`src/rtl/pc_sequencer.sv`:
```
// ---------------------------------------------------------------------------
// pc_sequencer
//   Parametrised program-counter sequencer. It issues fetch addresses for the
//   instruction ROM and supports stall, absolute jump and PC-relative branch.
//   o_PC comes straight from a register and has no combinational path from
//   any input. The return-address stack for call/return is optional.
//
//   Compile-time option:
//     PC_RAS_EN  - when defined, adds i_CALL, i_RET, o_RAS_EMPTY, o_RAS_OVF
//                  and the circular return-address stack.
//
//   Parameters:
//     WIDTH      PC width in bits (2..32)
//     RESET_VEC  value loaded into o_PC on reset
//     STEP       sequential increment per advancing cycle
//     RAS_DEPTH  return-address stack entries (power of 2, >= 2)
//
//   Ports:
//     i_CLK        clock, all state updates on posedge
//     i_RESET      asynchronous, active-low reset
//     i_STALL      hold PC this cycle (redirects override it)
//     i_JUMP       load i_JUMP_ADDR
//     i_JUMP_ADDR  absolute target (also the call target)
//     i_BRANCH     o_PC <= o_PC + i_BR_OFFSET (two's complement, wraps)
//     i_BR_OFFSET  signed branch offset
//     i_CALL       (PC_RAS_EN) jump to i_JUMP_ADDR, push o_PC+STEP
//     i_RET        (PC_RAS_EN) pop top of stack into PC
//     o_PC         current fetch address
//     o_WRAP       1-cycle pulse: sequential increment wrapped past 2^WIDTH-1
//     o_RAS_EMPTY  (PC_RAS_EN) stack holds no entries
//     o_RAS_OVF    (PC_RAS_EN) sticky, a push happened while full
//
//   Priority per edge: RET > CALL > JUMP > BRANCH > STALL > increment.
// ---------------------------------------------------------------------------
module pc_sequencer #(
    parameter int unsigned      WIDTH     = 8,
    parameter logic [WIDTH-1:0] RESET_VEC = '0,
    parameter int unsigned      STEP      = 1,
    parameter int unsigned      RAS_DEPTH = 4
) (
    input  logic             i_CLK,
    input  logic             i_RESET,
    input  logic             i_STALL,
    input  logic             i_JUMP,
    input  logic [WIDTH-1:0] i_JUMP_ADDR,
    input  logic             i_BRANCH,
    input  logic [WIDTH-1:0] i_BR_OFFSET,
`ifdef PC_RAS_EN
    input  logic             i_CALL,
    input  logic             i_RET,
    output logic             o_RAS_EMPTY,
    output logic             o_RAS_OVF,
`endif
    output logic [WIDTH-1:0] o_PC,
    output logic             o_WRAP
);

    logic [WIDTH-1:0] r_pc;
    logic             r_wrap;
    logic [WIDTH:0]   w_inc;        // extra MSB is the carry out, i.e. the wrap flag
    logic [WIDTH-1:0] w_next_pc;
    logic             w_next_wrap;

    assign w_inc = {1'b0, r_pc} + (WIDTH+1)'(STEP);

`ifdef PC_RAS_EN
    localparam int PTR_W = $clog2(RAS_DEPTH);

    logic [WIDTH-1:0] r_ras [RAS_DEPTH];
    logic [PTR_W-1:0] r_sp;         // next slot to write; top of stack is r_sp-1
    logic [PTR_W:0]   r_count;      // valid entries, saturates at RAS_DEPTH
    logic             r_ovf;
    logic             w_push;
    logic             w_pop;
    logic             w_empty;
    logic             w_full;
    logic [PTR_W-1:0] w_top_idx;

    assign w_empty   = (r_count == '0);
    assign w_full    = (r_count == (PTR_W+1)'(RAS_DEPTH));
    assign w_top_idx = r_sp - PTR_W'(1);
`endif

    always_comb begin
        w_next_pc   = w_inc[WIDTH-1:0];
        w_next_wrap = w_inc[WIDTH];
`ifdef PC_RAS_EN
        w_push      = 1'b0;
        w_pop       = 1'b0;
`endif
        if (i_JUMP) begin
            w_next_pc   = i_JUMP_ADDR;
            w_next_wrap = 1'b0;
        end else if (i_BRANCH) begin
            w_next_pc   = r_pc + i_BR_OFFSET;
            w_next_wrap = 1'b0;
        end else if (i_STALL) begin
            w_next_pc   = r_pc;
            w_next_wrap = 1'b0;
        end
`ifdef PC_RAS_EN
        // Stack controls sit above jump/branch, so they are resolved last and
        // overwrite whatever the lower-priority chain chose.
        if (i_RET) begin
            // A return with nothing on the stack just advances; it still counts
            // as a redirect, so it never raises o_WRAP.
            w_next_wrap = 1'b0;
            if (w_empty) begin
                w_next_pc = w_inc[WIDTH-1:0];
            end else begin
                w_next_pc = r_ras[w_top_idx];
                w_pop     = 1'b1;
            end
        end else if (i_CALL) begin
            w_next_pc   = i_JUMP_ADDR;
            w_next_wrap = 1'b0;
            w_push      = 1'b1;
        end
`endif
    end

    always_ff @(posedge i_CLK or negedge i_RESET) begin
        if (!i_RESET) begin
            r_pc   <= RESET_VEC;
            r_wrap <= 1'b0;
        end else begin
            r_pc   <= w_next_pc;
            r_wrap <= w_next_wrap;
        end
    end

    assign o_PC   = r_pc;
    assign o_WRAP = r_wrap;

`ifdef PC_RAS_EN
    // When full, a push lands on the oldest slot (r_sp has wrapped onto it),
    // so the count stays at RAS_DEPTH and only the sticky flag records it.
    always_ff @(posedge i_CLK or negedge i_RESET) begin
        if (!i_RESET) begin
            r_sp    <= '0;
            r_count <= '0;
            r_ovf   <= 1'b0;
        end else if (w_pop) begin
            r_sp    <= r_sp - PTR_W'(1);
            r_count <= r_count - (PTR_W+1)'(1);
        end else if (w_push) begin
            r_sp <= r_sp + PTR_W'(1);
            if (w_full) begin
                r_ovf <= 1'b1;
            end else begin
                r_count <= r_count + (PTR_W+1)'(1);
            end
        end
    end

    // Entry storage needs no reset: r_count alone decides which slots are live.
    always_ff @(posedge i_CLK) begin
        if (w_push) begin
            r_ras[r_sp] <= w_inc[WIDTH-1:0];
        end
    end

    assign o_RAS_EMPTY = w_empty;
    assign o_RAS_OVF   = r_ovf;
`endif

endmodule

```
`config.mk`:
```
export PLATFORM = sky130hd
export DESIGN_NAME = pc_sequencer
export DESIGN_NICKNAME = d
export VERILOG_FILES = /design/src/rtl/pc_sequencer.sv
export SDC_FILE = /design/constraint.sdc
export NUM_CORES = 1
export LEC_CHECK = 0
export ABC_AREA = 1
export CAP_MARGIN = 20
export CORE_MARGIN = 10
export CORE_UTILIZATION = 46
export CTS_BUF_LIST = sky130_fd_sc_hd__clkbuf_16
export DETAILED_ROUTE_END_ITERATION = 7
export GPL_ROUTABILITY_DRIVEN = 0
export PLACE_DENSITY = 0.79
export SLEW_MARGIN = 5
export SYNTH_ARGS = -nofsm -noshare
export SYNTH_HDL_FRONTEND = slang
export SYNTH_SLANG_ARGS = --single-unit
```
`constraint.sdc`:
```
create_clock -name i_CLK -period 2.24 [get_ports i_CLK]
set_input_delay 0.56 -clock i_CLK [delete_from_list [all_inputs] [get_ports i_CLK]]
set_output_delay 0.56 -clock i_CLK [all_outputs]
set_load 0.1 [all_outputs]
```
[Word-level counts from Yosys, hierarchy flattened]
Index checks and enable logic that the tools add are counted.
Storage, ports and cells
  output and inout bits: 9
  bits in registers: 9
Operators by class
  $add $sub $neg: 2
  muxes and demuxes: 6
  eq/ne operators: 1
Operator list (count)
  8-bit 2-to-1 mux: 3
  8-bit by 1-bit adder with 9-bit output (second input constant): 1
  8-bit adder: 1
  1-bit 2-to-1 mux: 3
  3-bit by 1-bit inequality test with 1-bit output (second input constant): 1

[Longest topological paths before layout]
Gate-level depths: netlist of the first run.
  depth after elaboration: 4
  depth in mapped cells: 11

[Worst setup path before layout of the first run]
Ideal clock, no wire load.
  kind: reg-to-reg
  start point: reg r_pc[0], in the netlist o_PC[0]
  end point: reg r_pc[6], in the netlist o_PC[6]
  cell stages (with the launch flop): 12
  required time: 2120 ps
  slack: -133 ps
  arrival: 2252 ps
  cell sequence: dfrtp_1 ha_1 inv_1 fa_1 o21ai_1 nand3b_1 nand2_1 nand2_1 nand3_1 nand2_1 nand2_1 nand2_1
On the way
  word-level cells in the longest chain between the ends: 4
RTL lines
  start: declaration: RTL line 58  | logic [WIDTH-1:0] r_pc;
  start signal: assignment: RTL line 127  | r_pc <= w_next_pc;
  8-bit by 1-bit adder with 9-bit output: RTL line 64  | assign w_inc = {1'b0, r_pc} + (WIDTH+1)'(STEP);
  8-bit 2-to-1 mux: RTL line 97  | end else if (i_STALL) begin
  8-bit 2-to-1 mux *: RTL line 94  | end else if (i_BRANCH) begin
  8-bit 2-to-1 mux *: RTL line 91  | if (i_JUMP) begin
Mark *: on every way between the ends. The rest lies on a longest branch, timed or not. The select of a mux whose other input is x is not followed.
A chain may end at the register's enable or synchronous reset.

[Worst setup path in the final report of the first run]
  start point: in i_BR_OFFSET[0]
  end point: reg r_pc[6], in the netlist o_PC[6]
On the way
  word-level cells in the longest chain between the ends: 3
RTL lines
  start: declaration: RTL line 47  | input logic [WIDTH-1:0] i_BR_OFFSET,
  8-bit adder: RTL line 95  | w_next_pc = r_pc + i_BR_OFFSET;
  8-bit 2-to-1 mux: RTL line 94
  8-bit 2-to-1 mux: RTL line 91
No other way between the ends.

==> metrics.csv, run 1 <==
stage;metric;value;unit
outcome;run_status;completed;
clocking;cts_htree_levels;1;
floorplanning;floorplan.core_area;2002;um^2
drt;vias_per_cell;5.048;
clocking;root_buffer;clkbuf_16;
global_route;groute.layer.met2.usage;23.09;%
placed_design;placed_area;1292;um^2
floorplanning;io_pins;30;
floorplanning;die_w;66.18;um
critical_path;stage_delay_of_the_slowest_cell_on_the_critical_path;470;ps
power_and_ir_drop;power_density;858.8;nW/um^2
layout;ff_latch_area;227.7;um^2
layout;num-fill-cells;175;
critical_path;critical_path.max_fanout;2;
hold_path;hp-class;reg2reg;
floorplanning;row_count;16;
global_route;gr-usage-met1;16.97;%
critical_path;critPathSlowestCell;clkdlybuf4s50_1;
hold_path;hold_path_depth;2;
critical_path;critPathLaunch;i_BR_OFFSET[0];
critical_path;timing.critical_path.to_type;flip-flop;
drt;detail_route.drc_violations;0;
global_route;wire_length_of_the_first_global_routing_pass;4912;um
clocking;numCtsBuffers;3;
critical_path;cp.depth;12;
layout;area_growth;40.43;%
timing;max_fclk;476.2;MHz
synthesis;netlist_area;980.9;um^2
synthesis;synth_compound_area_share;11.73;%
global_route;grt_use_met3;5.085;%
layout;antenna_cells;0;
floorplanning;dieArea;4380;um^2
synthesis;mappedNetlistNets;178;
power_and_ir_drop;power_leakage;0.7052;nW
placed_design;placement.io_buffers;29;
synthesis;synth_enable_flop_cells;0;
global_route;grt_usage;13.74;%
layout;area_used_by_multi_input_combinational_logic;668.1;um^2
synthesis;synth_simple_gate_area_share;36.48;%
synthesis;yosys_register_bits;9;
critical_path;cp_common_cell;nand2_1;
synthesis;share_of_the_synthesized_netlist_area_taken_by_xor_and_xnor_gates;7.015;%
drt;firstDrtPassIters;4;
clocking;post_cts_hold_buffer_count;0;
timing;finalHoldWorstSlack;601.2;ps
clocking;clk_transition_reported_paths;40;ps
floorplanning;die_h;66.18;um
global_route;first_global_vias;1061;
critical_path;worst_endpoint_data_arrival_time;2220;ps
clocking;cts-root-to-sink-buffers;2;
power_and_ir_drop;total_power;1.183;mW
timing;finalHoldViolCount;0;
clocking;post_cts.resized_instances;0;
timing;layout_worst_path_cycle_share;93.75;%
synthesis;synthMuxAreaShare;0;%
critical_path;worstReg2RegStart;o_PC[0]$_DFFE_PN0P_;
power_and_ir_drop;power.ir.vdd_worst;0.6944;mV
synthesis;ys_seq_area_share;22.96;%
synthesis;synthesis.yosys.warnings;0;
critical_path;worstSetupStartpointType;input port;
clocking;tritoncts;done;
drt;routed-via-count;1055;
critical_path;setup.reg_to_reg.worst_slack;530;ps
critical_path;setup.worst_path.end;o_PC[6]$_DFFE_PN0P_;
critical_path;critical_path_required_time;2360;ps
critical_path;path_cells;clkdlybuf4s50_1 > ha_1 > inv_1 > fa_2 > o21ai_2 > nand3b_1 > nand2_1 > nand2_1 > nand3_1 > nand2_1 > nand2_1 > nand2_1;
timing;timing.final.setup_violations;0;
synthesis;dominant_combinational_cell_family_by_area_after_synthesis;simple AND/OR/NAND/NOR gates;
clocking;cts.repair_timing.setup_buffer_count;0;
layout;nNetsFinal;213;
synthesis;synth_area_leader_cell;dfrtp_1;
timing;final_period_minus_worst_setup_slack;2100;ps
timing;timing.final.max_slew_violations;0;
timing;rsz0062_at_grt;false;
drt;iter_0_drt_violations;63;
timing;maxSlewHeadroom;70.13;%
synthesis;post_synthesis_cell_count;148;
global_route;grt_max_degree;14;
critical_path;r2r_cells;11;
global_route;grt_overflow;0;
timing;transition_at_the_pin_with_the_smallest_max_transition_slack;446.7;ps
critical_path;worstPathBufferInverterCount;2;
synthesis;synth_top_cells_by_area;dfrtp_1 23%, nand2_1 18%, ha_1 10%;
drt;detail-route-antenna-nets;0;
synthesis;synth_top_area_share;22.96;%
critical_path;critical_path_class;in2reg;
synthesis;ys_dominant_reg_cell;dfrtp_1;
synthesis;synthesized_area_fraction_occupied_by_adder_cells;12.24;%
global_route;grt-busiest-layer;met2;
timing;clock-skew-final;0.7172;ps
synthesis;synth_area_per_cell;6.628;um^2
floorplanning;initial_utilization;49.00;%
layout;drive_above_1_share;16.48;%
drt;detail_route.wl_per_cell;13.69;um
synthesis;distinct_cell_type_count_of_the_synthesized_netlist;28;
job;drv.max_cap_violation_count;0;
placed_design;dp_hpwl;2316;um
clocking;cts.sink_count;9;
drt;totalWireLength;2861;um
layout;final_util;68.81;%
critical_path;regToRegEndpoint;o_PC[6]$_DFFE_PN0P_;
layout;postLayoutCellArea;1378;um^2
synthesis;synthArstFlopShare;100.0;%
clocking;worst_skew_pair.late_latency;230;ps
global_route;grt_antenna_before_repair;0;
critical_path;cpLargestDelayFamily;buffers and inverters;
tightest hold or removal path: stages (launching register included):
cell     delay (ps)
dfrtp_1         440
nand2_1          80
nand2_1          60
metal layers:
layer  vias up  share of wire (%)
met3         0                7.0
met4         0                  0
li1        541                  -
met2        29                 49
met5         -                  0
met1       485                 44
flip-flops by register name (all words and copies together), names as in the netlist:
register,cells
o_PC,8
o_WRAP,1
Yosys cell counts, types with 2 or more instances:
| master | instances |
|---|---|
| a21oi_1 | 7 |
| buf_4 | 2 |
| dfrtp_1 | 9 |
| ha_1 | 8 |
| inv_1 | 19 |
| inv_2 | 2 |
| nand2_1 | 46 |
| nand2_2 | 2 |
| nand3_1 | 12 |
| nor2_1 | 12 |
| nor2_4 | 2 |
| o21ai_0 | 5 |
| o22ai_1 | 3 |
| xnor2_1 | 5 |
cell usage in the layout (no fill, tap or decap), drive strengths merged:
cell type / n
nand3b: 1
nand4: 1
ha: 8
fa: 1
inv: 22
o211ai: 1
o22ai: 3
nor2: 14
nand2: 48
xor2: 2
nand3: 13
o21bai: 1
nor4: 1
clkdlybuf4s50: 20
o21ai: 6
or2: 2
xnor2: 5
buf: 12
a21o: 1
a21oi: 8
clkbuf: 3
dfrtp: 9
area by class of cell:
class	count	share of cell area, %
tap	27	2.452
inverter	21	5.722
timing repair buffer	32	21.07
sequential	9	16.53
multi-input combinational	116	48.50
clock buffer	3	5.450
clock inverter	1	0.2725
power by group:
part,internal (mW),switching (mW)
sequential,0.191,0.0495
combinational,0.212,0.418
clock,0.233,0.0785
total,0.637,0.546
worst min path at each step:
stage | startpoint | to | slack, ps
6_report | o_PC[6]$_DFFE_PN0P_ | o_PC[6]$_DFFE_PN0P_ | 600
5_1_grt | o_PC[4]$_DFFE_PN0P_ | o_PC[4]$_DFFE_PN0P_ | 660
4_1_cts | o_PC[6]$_DFFE_PN0P_ | o_PC[6]$_DFFE_PN0P_ | 600
3_5_place_dp | o_PC[6]$_DFFE_PN0P_ | o_PC[6]$_DFFE_PN0P_ | 590
3_3_place_gp | o_PC[6]$_DFFE_PN0P_ | o_PC[6]$_DFFE_PN0P_ | 590
2_1_floorplan | i_RESET | o_PC[0]$_DFFE_PN0P_ | 260
logic make-up after synthesis:
logic type,after synthesis
flops,9
buf+inv,23
fa+ha+maj,9
compound gates,20
xor+xnor,7
simple gates,80
stage by stage:
step                      setup WS [ps]  TNS (ps)  std cells
after floorplan                   66.18         0        148
after global placement           -134.1    -249.2        205
after detailed placement         -182.2    -307.9        205
after CTS                         57.52         0        209
after global routing              4.255         0        209
final                             140.1         0        209
No activity file was read; power rests on OpenSTA's default activity.
==> run 2, diff against run 1 <==
--- a/config.mk
+++ b/config.mk
@@ -12,6 +12,7 @@
 export CTS_BUF_LIST = sky130_fd_sc_hd__clkbuf_16
 export DETAILED_ROUTE_END_ITERATION = 7
 export GPL_ROUTABILITY_DRIVEN = 0
+export GPL_TIMING_DRIVEN = 0
 export PLACE_DENSITY = 0.79
 export SLEW_MARGIN = 5
 export SYNTH_ARGS = -nofsm -noshare
==> run 2 against run 1 <==
Effect of this change: register-to-register slack got worse by 110 ps; sequential cell count did not move; combinational power fell by 0.6%; critical path depth fell by 11; fmax fell by 3.5%; clock skew rose by 2.6 ps; routed wire length rose by 3.6%; critical endpoint is now o_PC[3].
==> metrics.csv, run 2 (synthesized netlist as in run 1, its figures left out) <==
stage;metric;value;unit;change
outcome;run_status;completed;;
critical_path;worst_endpoint_data_arrival_time;1620;ps;-600 ps
floorplanning;die_w;66.18;um;unchanged
timing;timing.final.setup_violations;0;;unchanged
floorplanning;die_h;66.18;um;unchanged
drt;routedLengthMet1;1196;um;-4.0%
timing;max_fclk;459.4;MHz;-3.5%
layout;drive_above_1_share;13.26;%;-3.2 points
clocking;cts-root-to-sink-buffers;2;;unchanged
layout;nNetsFinal;212;;-0.47%
drt;detail_route.wl_per_cell;14.25;um;+4.1%
clocking;clk_transition_reported_paths;40;ps;about the same
job;drv.max_cap_violation_count;0;;unchanged
clocking;tritoncts;done;;
timing;final_period_minus_worst_setup_slack;2177;ps;+76.70 ps
timing;clock-skew-final;3.298;ps;+2.581 ps
timing;maxSlewHeadroom;35.52;%;-35 points
critical_path;worstPathBufferInverterCount;1;;-1
drt;totalWireLength;2965;um;+3.6%
floorplanning;dieArea;4380;um^2;unchanged
global_route;grt_overflow;0;;unchanged
hold_path;hp-class;reg2reg;;
layout;registers.top_by_ff_count;o_PC;;
layout;antenna_cells;0;;unchanged
layout;final_cell_mix;46 x nand2_1, 19 x inv_1, 18 x clkdlybuf4s50_1;;
critical_path;cpLargestDelayFamily;buffers and inverters;;
clocking;numCtsBuffers;3;;unchanged
drt;met3_wirelength_from_detailed_routing;237;um;+18%
global_route;grt_usage;13.61;%;-0.13 points
layout;area_growth;41.58;%;
floorplanning;row_count;16;;unchanged
layout;num-fill-cells;178;;+1.7%
drt;detail-route-antenna-nets;0;;unchanged
power_and_ir_drop;power_leakage;0.7160;nW;+1.5%
drt;iter_0_drt_violations;51;;-19%
clocking;cts.sink_count;9;;unchanged
timing;finalHoldWorstSlack;606.4;ps;+5.276 ps
global_route;wire_length_of_the_first_global_routing_pass;4761;um;-3.1%
timing;rsz0062_at_grt;false;;
drt;met2_length;1479;um;+4.7%
power_and_ir_drop;total_power;1.184;mW;about the same
timing;timing.final.max_slew_violations;0;;unchanged
drt;detail_route.drc_violations;0;;unchanged
critical_path;worstSetupStartpointType;flip-flop;;
timing;layout_worst_path_cycle_share;97.17;%;+3.4 points
floorplanning;initial_utilization;49.00;%;unchanged
global_route;grt_max_degree;11;;-3
placed_design;dp_hpwl;2321;um;+0.22%
critical_path;critical_path_class;reg2out;;
critical_path;timing.critical_path.to_type;output port;;
critical_path;path_cells;dlygate4sd2_1;;
timing;finalHoldViolCount;0;;unchanged
clocking;cts_htree_levels;1;;unchanged
layout;layout.cells.most_common;nand2_1;;
layout;largest_register_ffs;8;;unchanged
critical_path;regToRegEndpoint;o_PC[6]$_DFFE_PN0P_;;
placed_design;placement.io_buffers;28;;-3.4%
critical_path;setup.reg_to_reg.worst_slack;420;ps;-110 ps
drt;firstDrtPassIters;4;;unchanged
floorplanning;floorplan.core_area;2002;um^2;unchanged
global_route;first_global_vias;1079;;+1.7%
layout;final_util;69.38;%;+0.56 points
hold_path;holdCritStartpoint;o_PC[7]$_DFFE_PN0P_;;
critical_path;critical_path_required_time;1680;ps;-680 ps
critical_path;worstReg2RegStart;o_PC[0]$_DFFE_PN0P_;;
clocking;root_buffer;clkbuf_16;;
hold_path;worst_hold_path.endpoint;o_WRAP$_DFF_PN0_;;
clocking;worst_skew_pair.late_latency;240;ps;about the same
timing;transition_at_the_pin_with_the_smallest_max_transition_slack;971.0;ps;+524.3 ps
power_and_ir_drop;power_density;852.2;nW/um^2;-0.76%
power_and_ir_drop;power.ir.vdd_worst;0.6446;mV;-7.2%
critical_path;critical_path.max_fanout;6;;+4
hold_path;hold_path_depth;2;;unchanged
global_route;grt_antenna_before_repair;0;;unchanged
critical_path;critPathSlowestCell;dlygate4sd2_1;;
drt;highest-signal-layer;met4;;
floorplanning;io_pins;30;;unchanged
drt;routed-via-count;1082;;+2.6%
critical_path;stage_delay_of_the_slowest_cell_on_the_critical_path;900;ps;+430 ps
drt;vias_per_cell;5.202;;+3.1%
critical_path;r2r_cells;11;;unchanged
## run 2: worst max-delay path by stage
stage                   startpoint                  end  slack [ps]  cells after the start
6_report       o_PC[3]$_DFFE_PN0P_              o_PC[3]          60                      1
5_1_grt        o_PC[3]$_DFFE_PN0P_              o_PC[3]          30                      1
4_1_cts             i_BR_OFFSET[0]  o_PC[6]$_DFFE_PN0P_          20                     12
3_5_place_dp        i_BR_OFFSET[0]  o_PC[6]$_DFFE_PN0P_        -260                     12
3_3_place_gp        i_BR_OFFSET[0]  o_PC[6]$_DFFE_PN0P_        -210                     12
2_1_floorplan  o_PC[3]$_DFFE_PN0P_  o_PC[6]$_DFFE_PN0P_          70                      8
## run 2: final cells by class
class,instances,area [um^2],share of cell area [%]
clock buffer,3,75.07,5.405
buffer,2,15.01,1.081
sequential,9,227.7,16.40
timing repair buffer,29,279.0,20.09
multi-input combinational,116,675.6,48.65
inverter,21,78.83,5.676
clock inverter,1,3.754,0.2703
tap,27,33.78,2.432
## run 2: routing by layer
layer / track usage, % / up-vias
li1: - / 541
met1: 15.06 / 502
met2: 23.44 / 32
met3: 5.424 / 7
met4: 3.665 / 0
met5: 0 / -
## run 2: where the power goes
group          internal (mW)  leakage, nW  total, mW  switching, mW
Sequential             0.191        0.105      0.239         0.0481
Combinational          0.205        0.569      0.627          0.422
Clock                  0.234       0.0423      0.317         0.0833
Total                  0.630        0.716       1.18          0.554
## run 2: repair_timing
item,4_1_cts,5_1_grt
setup endpoints to repair,10,2
pin swaps,1,4
resized for setup,10,5
hold buffers,0,0
setup buffers,0,1
## run 2: worst min-delay path: cells and delay by family (launching register included)
| family | cells | cell delay, ps |
|---|---|---|
| buf+inv | 1 | 90 |
| simple gates | 1 | 60 |
| flops | 1 | 410 |
## run 2: metrics by stage
step	area (um^2)	cells	worst slack, ps	TNS (ps)
6_report	1389	208	63.40	0
3_3_place_gp	1297	203	-206.1	-368.6
3_5_place_dp	1297	203	-262.8	-466.9
5_1_grt	1389	208	32.62	0
4_1_cts	1369	207	15.07	0
2_1_floorplan	983.4	148	66.18	0
==> edit 1 (settings of run 2) <==
Register the input `i_BR_OFFSET` before use, cleared by the reset. The logic sees it one clock later. The other inputs are not delayed to match.
--- a/src/rtl/pc_sequencer.sv
+++ b/src/rtl/pc_sequencer.sv
@@ -57,2 +57,12 @@
 
+    logic [WIDTH-1:0] i_BR_OFFSET_q;
+
+    always_ff @(posedge i_CLK or negedge i_RESET) begin
+        if (!i_RESET) begin
+            i_BR_OFFSET_q <= '0;
+        end else begin
+            i_BR_OFFSET_q <= i_BR_OFFSET;
+        end
+    end
+
     logic [WIDTH-1:0] r_pc;
@@ -94,3 +104,3 @@
         end else if (i_BRANCH) begin
-            w_next_pc   = r_pc + i_BR_OFFSET;
+            w_next_pc   = r_pc + i_BR_OFFSET_q;
             w_next_wrap = 1'b0;
Behaviour: not the same (Yosys sat finds a counterexample within 4 cycles, from zero or initial values and one cycle with i_RESET low).
==> edit 1 against run 2 <==
  * Area after synthesis is 20% higher
  * Worst setup slack worse by 0.0061 ns
  * Global-route usage is 1.1 points lower
  * Clock skew is 0.0013 ns lower
  * Die area is 14% higher
  * Sequential share of layout area is 11 points higher
  * Design area is 13% higher
  * Hold slack worse by 0.0073 ns
  * Routed wire length is 5.0% higher
  * Sequential power is 67% higher
  * Power is 13% higher
  * Sequential cell count is 8 higher
  * Critical path type unchanged
  * Largest power group unchanged
==> edit 1: results (changes against run 2) <==
[status]
status=finished, final reports clean

[global_route]
first_global_vias=1167  ; +8.2%
grt_first_pass_wirelength_um=5290  ; +11%
grt_usage_pct=12.5  ; -1.1 points
grt_max_degree=18  ; +7

[place]
io_buffers=29  ; +3.6%

[pwr]
p_sw_mw=0.582  ; +5.1%
vdd_ir_drop_max_mv=0.524  ; -19%

[critical_path]
reg2regPathDepth=13  ; +2
r2r_setup_slack_ns=0.45  ; +0.03 ns
crit_slowest_cell=dlygate4sd2_1

[sta]
slew_headroom_pct=35.8  ; +0.28 points
finClkSkew_ns=0.00198  ; -0.00132 ns

[logic_synthesis]
synth.area.top_cells=dfrtp_1 36%, nand2_1 17%, ha_1 8.5%
synth_nets=194  ; +9.0%
yosysUniqueCellTypes=22  ; -21%
ys_top_cells_by_count=52 x nand2_1, 26 x inv_1, 17 x dfrtp_1
ys_seq_area_share_pct=36.2  ; +13 points

[routing]
routed_wl_um=3110  ; +5.0%
drt-initial-drc-count=104  ; +100%
vias_per_cell=4.98  ; -4.3%
firstDrtPassIters=4  ; unchanged

[min_path]
hold_path.class=flip-flop to flip-flop

[finish]
drive_gt1_share_pct=5.08  ; -8.2 points
nets=228  ; +7.5%

[clock_network]
numCtsBuffers=3  ; unchanged

-- edit 1: cell count changes after synthesis, moves of 3 or more --
cell / change
nand2_1: +6
inv_1: +7
dfrtp_1: +8
xnor2_1: -4
nand3_1: +4
a21oi_1: -3
-- edit 1: cell families after synthesis --
logic type	share of synthesized area, %
DFF	36.2
xor gates and xnor gates	2.99
adders and majority gates	10.2
AOI/OAI and AO/OA	7.68
buffers and inverters	10.4
and+or+nand+nor	32.4
-- edit 1: repair_timing --
item / in CTS / in global routing
gates resized for setup: 9 / 2
setup endpoints to repair: 9 / 2
buffers inserted: 0 / 0
-- edit 1: worst min path at each step --
stage | end
CTS | o_PC[7]
global placement | o_PC[7]
floorplan | i_BR_OFFSET_q[0]
global route | o_PC[7]
finish | o_PC[7]
detailed placement | o_PC[7]
-- edit 1: area by class of cell --
class,instances,area (um^2)
Tap cell,30,37.5
Timing Repair Buffer,29,282
Sequential cell,17,428
Multi-Input combinational cell,119,626
Inverter,26,97.6
Clock buffer,3,75.1
Fill cell,230,881
Clock inverter,1,3.75
Buffer,2,25.0
-- edit 1: stage by stage --
step | std cells | cell area [um^2] | total power, mW | setup WS [ns] | hold slack, ns
after global placement | 223 | 1500 | 0.986 | 0.0297 | 0.579
after CTS | 227 | 1570 | 1.34 | 0.0354 | 0.601
final | 227 | 1570 | 1.34 | 0.0573 | 0.599
after floorplan | 164 | 1180 | 0.833 | 0.115 | 0.264
after global routing | 227 | 1570 | 1.43 | 0.00527 | 0.652
after detailed placement | 223 | 1500 | 1.01 | 0.0220 | 0.593
-- edit 1: layer usage --
metal | vias to the layer above | part of all wire [%] | GRT usage (%)
li1 | 588 | - | -
met1 | 516 | 43 | 14.0
met2 | 22 | 53 | 22.7
met3 | 4 | 3.7 | 2.97
met4 | 0 | 0.90 | 3.95
met5 | - | 0 | 0
-- edit 1: power groups by stage --
stage / logic [mW] / clock network (mW) / registers [mW]
final: 0.592 / 0.350 / 0.398
after global routing: 0.647 / 0.377 / 0.405
after CTS: 0.592 / 0.357 / 0.396
after detailed placement: 0.605 / 0 / 0.401
after global placement: 0.586 / 0 / 0.400
after floorplan: 0.248 / 0 / 0.585
==> edit 2 (flow settings as in run 2) <==
Without the edit above. Add a define of `PC_RAS_EN`.
--- a/src/rtl/pc_sequencer.sv
+++ b/src/rtl/pc_sequencer.sv
@@ -34,2 +34,4 @@
 // ---------------------------------------------------------------------------
+`define PC_RAS_EN
+
 module pc_sequencer #(
Ports: changed (added i_CALL, i_RET, o_RAS_EMPTY and o_RAS_OVF); port bits go from 30 to 34. No check against the original RTL was run, so the function may have changed too.
==> edit 2 against run 2 <==
  * Sequential cell count rose by 38
  * Power rose to 4.3 times the old value
  * Area after synthesis grew to 2.9 times the old value
  * Design area is 150% higher
  * Count of clock-buffer cells in the layout increased by 2
  * Maximum frequency is 0.76% lower
  * Synthesized cell count rose by 120%
  * Routed wire length is 120% higher
  * Sequential power rose to 6.3 times the old value
  * Worst setup slack worse by 0.017 ns
  * Critical path type unchanged
  * Largest cell class is now sequential cells
==> edit 2: results (changes against run 2) <==
[status]
status=finished, final reports clean

[pwr]
swShare_pct=48.9  ; +2.1 points
p_leak_nw=1.56  ; +120%
vdd_ir_drop_max_mv=1.20  ; +87%
p_seq_share_pct=29.6  ; +9.4 points
p_comb_mw=2.73  ; +340%

[logic_synthesis]
ys_top_cells_by_count=88 x nand2_1, 42 x inv_1, 34 x nand3_1
synth.area.top_cells=edfxtp_1 34%, dfrtp_1 13%, nand2_1 12%
synth.avg_cell_area_um2=8.55  ; +29%
ys_seq_area_share_pct=47.5  ; +25 points
synth-xor-area-share_pct=2.49  ; -4.5 points
synth_compound_area_share_pct=9.07  ; -2.7 points
synth_nets=366  ; +110%
synth-edff-count=32  ; +32
yosys_most_used_dff=edfxtp_1
synth_fa_ha_area_share_pct=6.76  ; -5.5 points

[routing]
wire_per_inst_um=14.5  ; +2.0%
drt-initial-drc-count=161  ; +220%
firstDrtPassIters=5  ; +1
vias_per_cell=5.20  ; about the same
routed_wl_um=6490  ; +120%

[critical_path]
startpoint=o_PC[0]
crit_end=o_PC[0]
worstPathMaxFanout=8  ; +2
r2r_setup_slack_ns=0.18  ; -0.24 ns

[min_path]
hold_start=o_RAS_OVF
whs_endpoint=o_RAS_OVF

[global_route]
grt_first_pass_wirelength_um=10800  ; +130%
first_global_vias=2335  ; +120%
grt_usage_pct=13.5  ; -0.087 points

[sta]
fin_hold_ws_ns=0.463  ; -0.144 ns
fin_crit_sh_pct=97.9  ; +0.75 points
finClkSkew_ns=0.00579  ; +0.00249 ns
worst_pin_slew_ns=0.976  ; +0.00543 ns

[clock_network]
cts_setup_buffers=1  ; +1
cts_max_level=2  ; +1
numCtsBuffers=5  ; +2
ctsResizeCount=21  ; +11

[place]
placed_area_mm2=0.00324  ; +150%
dp_slack_ns=-0.504  ; -0.241 ns
io_buffers=33  ; +18%
numPlacedInstances=437  ; +120%
post-dp-hpwl_um=4900  ; +110%

[finish]
drive_gt1_share_pct=11.9  ; -1.4 points
nets=407  ; +92%

## edit 2: kinds of logic (layout without fill, tap and decap cells)
group / count (synthesis) / count (layout)
adder cells (fa/ha/maj): 14 / 14
flip-flops: 47 / 47
XOR/XNOR: 8 / 8
buffers and inverters: 53 / 95
AND/OR/NAND/NOR: 166 / 166
AO/OA/AOI/OAI: 41 / 41
## edit 2: metal layers
metal | routed length, um | part of all wire, % | GRT usage, % | vias up
met4 | 149 | 2.3 | 6.39 | 0
met1 | 2700 | 42 | 15.4 | 1064
met3 | 355 | 5.5 | 2.82 | 12
met2 | 3280 | 51 | 23.6 | 68
li1 | - | - | - | 1174
met5 | 0 | 0 | 0 | -
## edit 2: area by class of cell
type                       instances  area, um^2
inverter                          48         189
buffer                             5        45.0
clock inverter                     3        46.3
fill                             503        2510
multi-input combinational        229        1260
clock buffer                       5         125
tap                               75        93.8
timing repair buffer              34         314
sequential                        47        1340
